===== src/rtl/alu_shift_right_seq.sv =====
// Sequential right-shift unit: shifts an operand right by Shamt positions,
// one bit per clock, with logical (zero) or arithmetic (sign) fill.
// Valid/ready handshakes on both the request and the result side.
module alu_shift_right_seq #(
  parameter int WIDTH   = 128,
  parameter int SHAMT_W = $clog2(WIDTH)
) (
  input  logic               clk,
  input  logic               rst,
  input  logic               in_valid,
  output logic               in_ready,
  input  logic [WIDTH-1:0]   A,
  input  logic [SHAMT_W-1:0] Shamt,
  input  logic               Arith,
  output logic               out_valid,
  input  logic               out_ready,
  output logic [WIDTH-1:0]   Result,
  output logic               Cout
);

  typedef enum logic [1:0] {
    IDLE  = 2'd0,
    SHIFT = 2'd1,
    DONE  = 2'd2
  } state_t;

  state_t             state_q, state_d;
  logic [WIDTH-1:0]   result_q, result_d;
  logic               cout_q, cout_d;
  logic [SHAMT_W-1:0] count_q, count_d;
  logic               fill_q, fill_d;

  // State and datapath registers with synchronous reset.
  always_ff @(posedge clk) begin
    if (rst) begin
      state_q  <= IDLE;
      result_q <= '0;
      cout_q   <= 1'b0;
      count_q  <= '0;
      fill_q   <= 1'b0;
    end else begin
      state_q  <= state_d;
      result_q <= result_d;
      cout_q   <= cout_d;
      count_q  <= count_d;
      fill_q   <= fill_d;
    end
  end

  // Next-state and datapath update: capture in IDLE, one shift step per
  // cycle in SHIFT, hold in DONE until the consumer takes the result.
  always_comb begin
    state_d  = state_q;
    result_d = result_q;
    cout_d   = cout_q;
    count_d  = count_q;
    fill_d   = fill_q;
    unique case (state_q)
      IDLE: begin
        if (in_valid) begin
          result_d = A;
          cout_d   = 1'b0;
          count_d  = Shamt;
          // Fill comes from the captured MSB so later input changes
          // cannot affect an operation in flight.
          fill_d   = Arith & A[WIDTH-1];
          state_d  = (Shamt == '0) ? DONE : SHIFT;
        end
      end
      SHIFT: begin
        result_d = {fill_q, result_q[WIDTH-1:1]};
        cout_d   = result_q[0];
        count_d  = count_q - SHAMT_W'(1);
        if (count_q == SHAMT_W'(1)) begin
          state_d = DONE;
        end
      end
      DONE: begin
        if (out_ready) begin
          state_d = IDLE;
        end
      end
      default: begin
        state_d = IDLE;
      end
    endcase
  end

  // Handshake outputs decoded from state only.
  assign in_ready  = (state_q == IDLE);
  assign out_valid = (state_q == DONE);
  assign Result    = result_q;
  assign Cout      = cout_q;

endmodule


===== config.mk =====
export PLATFORM = sky130hd
export DESIGN_NAME = alu_shift_right_seq
export DESIGN_NICKNAME = d
export VERILOG_FILES = /design/src/rtl/alu_shift_right_seq.sv
export SDC_FILE = /design/constraint.sdc
export NUM_CORES = 1
export LEC_CHECK = 0
export ABC_AREA = 1
export CORE_UTILIZATION = 44
export DETAILED_ROUTE_END_ITERATION = 10
export PLACE_DENSITY = 0.81
export SETUP_SLACK_MARGIN = 0.05
export SYNTH_ARGS = -nofsm -noshare
export SYNTH_HDL_FRONTEND = slang
export SYNTH_SLANG_ARGS = --single-unit

===== constraint.sdc =====
create_clock -name clk -period 1.8 [get_ports clk]
set_input_delay 0.36 -clock clk [delete_from_list [all_inputs] [get_ports clk]]
set_output_delay 0.36 -clock clk [all_outputs]
set_load 0.005 [all_outputs]

---- Word level (Yosys, flattened, before mapping) ----
Index checks and enable logic that the tools add are counted.
operators by class
  reductions and logical operators ........ 6
  mux-type cells .......................... 11
  bitwise gates (word level) .............. 1
  add/subtract/negate cells ............... 1
  eq/ne operators ......................... 6
operators with widths
  operator                                                                  count
  128-bit one-hot mux with 2 select lines                                   1
  128-bit 2-to-1 mux                                                        1
  7-bit one-hot mux with 2 select lines                                     1
  2-bit 2-to-1 mux                                                          4
  7-bit by 1-bit == test with 1-bit output (second input constant)          1
  7-bit zero test                                                           1
  7-bit 2-to-1 mux                                                          1
  7-bit by 1-bit subtractor with 7-bit output (second input constant)       1
  2-bit one-hot mux with 3 select lines                                     1
  2-bit inequality test (second input constant)                             2
  2-bit AND reduction                                                       2
  3-bit AND reduction                                                       1
  2-bit by 1-bit == test with 1-bit output (second input constant)          1
  2-bit == test (second input constant)                                     1
  2-bit zero test                                                           1
  2-bit by 1-bit inequality test with 1-bit output (second input constant)  1
  1-bit one-hot mux with 2 select lines                                     1
  2-bit nonzero test                                                        1
  1-bit bitwise AND                                                         1
  1-bit 2-to-1 mux                                                          1
word-level totals
  input port bits ......................... 140
  output and inout bits ................... 131
  flip-flop bits (word level) ............. 139

---- Logic depth before layout (Yosys ltp) ----
  depth in word-level cells ............... 4
  gate-level depth with buffers ........... 8

---- Least setup slack after synthesis ----
No wires, ideal clock.
  path kind ............................... input -> register
  from .................................... input port rst
  to ...................................... register result_q[6], in the netlist Result[6]
  library setup time ...................... 0.066 ns
  path slack .............................. 0.386 ns
  path buffers ............................ 3
  data arrival time ....................... 1.348 ns
  stages on the path ...................... 6
  cell sequence ........................... buf_2 > inv_1 > clkbuf_1 > clkbuf_1 > o21ai_0 > a21oi_2
RTL lines
  item                  line  RTL
  start, declared       9     input logic rst,
  end signal, assigned  43    result_q <= result_d;
  end, declared         28    logic [WIDTH-1:0] result_q, result_d;

---- Final worst setup path ----
  from .................................... register result_q[19], in the netlist Result[19]
  to ...................................... output port Result[19]
RTL lines
  item           line  RTL
  end, declared  17    output logic [WIDTH-1:0] Result,
No word-level cell between the ends.

==> impl_results.md <==
- CTS H-tree depth: 4
- Final net count: 1,351
- Placed instance area: 0.009872 mm²
- Slew @ Worst Pin: 0.2923 ns
- Hold_buf cts: 0
- Largest stage delay, worst path: 0.53 ns
- Core Box Area: 0.01520 mm²
- Maxcap violations: 0
- Clock tree root driver cell: clkbuf_16
- CTS sink cnt: 139
- Final setup viols: 0
- Setup TNS: 0 ns
- Largest net degree at the start of global routing: 68
- Share of cells above drive strength 1: 14.48%
- Netlist Area Pre-Place: 0.006838 mm²
- Startpoint Class: flip-flop
- Final slew viol count: 0
- Post-route ant nets: 0
- Max Buffers Root-to-Sink: 2
- Status: finished, final reports clean
- Placer Congestion: 0.8556
- Register area share after synthesis: 40.70%
- Synth cell types: 24
- DIE AREA: 0.01604 mm²
- Most common cell after layout, fill and taps aside: clkdlybuf4s50_1
- Worst path top cell family by delay: buffers and inverters
- Design Area, Final: 0.01054 mm²
- Fmax achieved: 591.7 MHz
- Critical path buffer and inverter count: 1
- DRT Wirelength: 19,400 µm
- Setup crit end kind: primary output
- Boundary Pins: 271
- Num CTS Buffers: 17
- PortBufs: 270
- Detailed Route Iter0 Violations: 483
- DR vias/cell: 4.945
- Critical-path cell with the highest stage delay: clkdlybuf4s50_1
- Crit-path max FO: 2
- Vias in the first global route: 6,442
- # fillers: 1,224
- Initial Utilization: 44.98%
- Syn Inst Count: 946
- Antenna violations before repair: 1
- Relative slew slack: 80.46%
- Leak: 4.191 nW
- Post-synthesis average cell area: 7.228 µm²
- FP Rows: 45
- Tcrit/Tclk final: 93.89%
- Vert. Die Dim: 126.7 µm
- First-pass GRT wire length: 30,660 µm
- Gr ovfl total: 0
- Gr usage total: 23.90%
- HP Class: flip-flop to flip-flop
- RSZ-0062 raised after global routing: false
- Final Util: 69.31%
- Post-synth top area share: 40.70%
- Area leader, netlist: dfxtp_1
- Die width: 126.7 µm
- Maximum VDD drop: 0.0007267 V
- WL per Instance: 13.75 µm
- CTS tree: yes
- Yosys reg bits: 139
- Min Tclk post-route: 1.690 ns
- Vias: 6,977
- Worst-path clk slew: 0.06 ns
- Post-DP HPWL: 13,430 µm
- Critical Path AT: 1.33 ns
- P per Cell Area: 1268 mW/mm²
- Synth warn: 0
- Worst path required time: 1.44 ns
- Cell Chain, Critical Path: clkdlybuf4s50_1
- Final hold vios: 0
- DR DRC count: 0
- Most area-consuming cells after synthesis: dfxtp_1 41%, o21ai_0 18%, a21oi_2 12%, nand2_1 8.5%, inv_1 7.8%
- Most frequent cells in the layout: 268 x clkdlybuf4s50_1, 244 x o21ai_0, 154 x nand2_1
- Area Growth Syn to Fin: 54.09%
- Post-Syn Nets: 1,088
- Worst-Skew Late Latency: 0.42 ns
- Drt first pass iters: 5
- Final Non-Filler Cells: 1,411
- Post-Place Cells: 1,377
- Crit path kind: flip-flop to primary output
- Skew final: 0.005210 ns
## final timing paths
check,slack (ns),to,from,cells past startpoint
worst max-delay path,0.11,Result[19],Result[19]$_SDFFE_PP0P_,1
worst min-delay path,0.46,Result[100]$_SDFFE_PP0P_,Result[100]$_SDFFE_PP0P_,2
worst max register to register,0.17,Result[125]$_SDFFE_PP0P_,state_q[1]$_SDFFE_PP0P_,7
worst min register to register,0.46,Result[100]$_SDFFE_PP0P_,Result[100]$_SDFFE_PP0P_,2
## metrics by stage
stage                     total power [mW]  hold WS (ns)  worst slack [ns]
after floorplan                      6.995        0.4540            0.3855
after global placement               9.410        0.4491           0.06549
after detailed placement             9.485        0.4511           0.01658
after CTS                            13.42        0.4606           0.03841
after global routing                 14.17        0.4851           0.06030
final                                13.35        0.4569            0.1100
## cell families after synthesis
kind of cell | after synthesis | share of synthesized area, %
and+or+nand+nor | 184 | 10.72
buffers and inverters | 216 | 13.58
adders and majority gates | 2 | 0.3659
AOI/OAI and AO/OA | 405 | 34.64
DFF | 139 | 40.70
## area by class of cell
type | count | area, µm² | area share (%)
inverters | 144 | 548.0 | 5.201
repair buffers | 316 | 3171 | 30.09
well taps | 188 | 235.2 | 2.233
clock inverters | 12 | 193.9 | 1.841
flip-flops and latches | 139 | 2786 | 26.45
multi-input cells | 591 | 3143 | 29.83
clock buffers | 20 | 456.7 | 4.334
diodes | 1 | 2.502 | 0.02375
## cell usage after synthesis
master and instances:
inv_1 142, a21oi_2 90, nand4_1 2, nand2_2 1, nor2_1 14, nor3_1 1
buf_6 11, buf_2 25, inv_4 1, a31oi_1 2, nand2_1 154, nand3_1 9
o21ai_0 244, dfxtp_1 139, ha_1 2, inv_2 1, nor2_4 1, o21ai_1 21
o22ai_1 1, buf_1 1, nand2_4 2, clkbuf_1 34, a21oi_1 47, clkbuf_2 1
## report_power, final
part	switching (mW)	internal (mW)	total, mW
combinational	2.63	2.62	5.25
sequential	0.422	3.81	4.23
clock	1.35	2.52	3.87
total	4.40	8.96	13.4
## what timing repair did
action                                  in CTS  in global routing
pin swaps                                    1                  0
resized for setup                            5                  1
endpoints found under the setup margin       2                  6
buffers inserted                             1                  0
## layer usage
layer | GRT usage, % | vias to the layer above | wire length (µm) | part of all wire (%)
li1 | - | 3598 | - | -
met1 | 29.14 | 3111 | 8437 | 43
met2 | 39.68 | 234 | 9137 | 47
met3 | 7.086 | 34 | 1417 | 7.3
met4 | 9.384 | 0 | 402 | 2.1
met5 | 0 | - | 0 | 0
## registers in the layout (all words and copies together) (netlist names)
signal   flops
Result     128
Cout         1
fill_q       1
state_q      2
count_q      7
(Power assumes the default switching activity.)
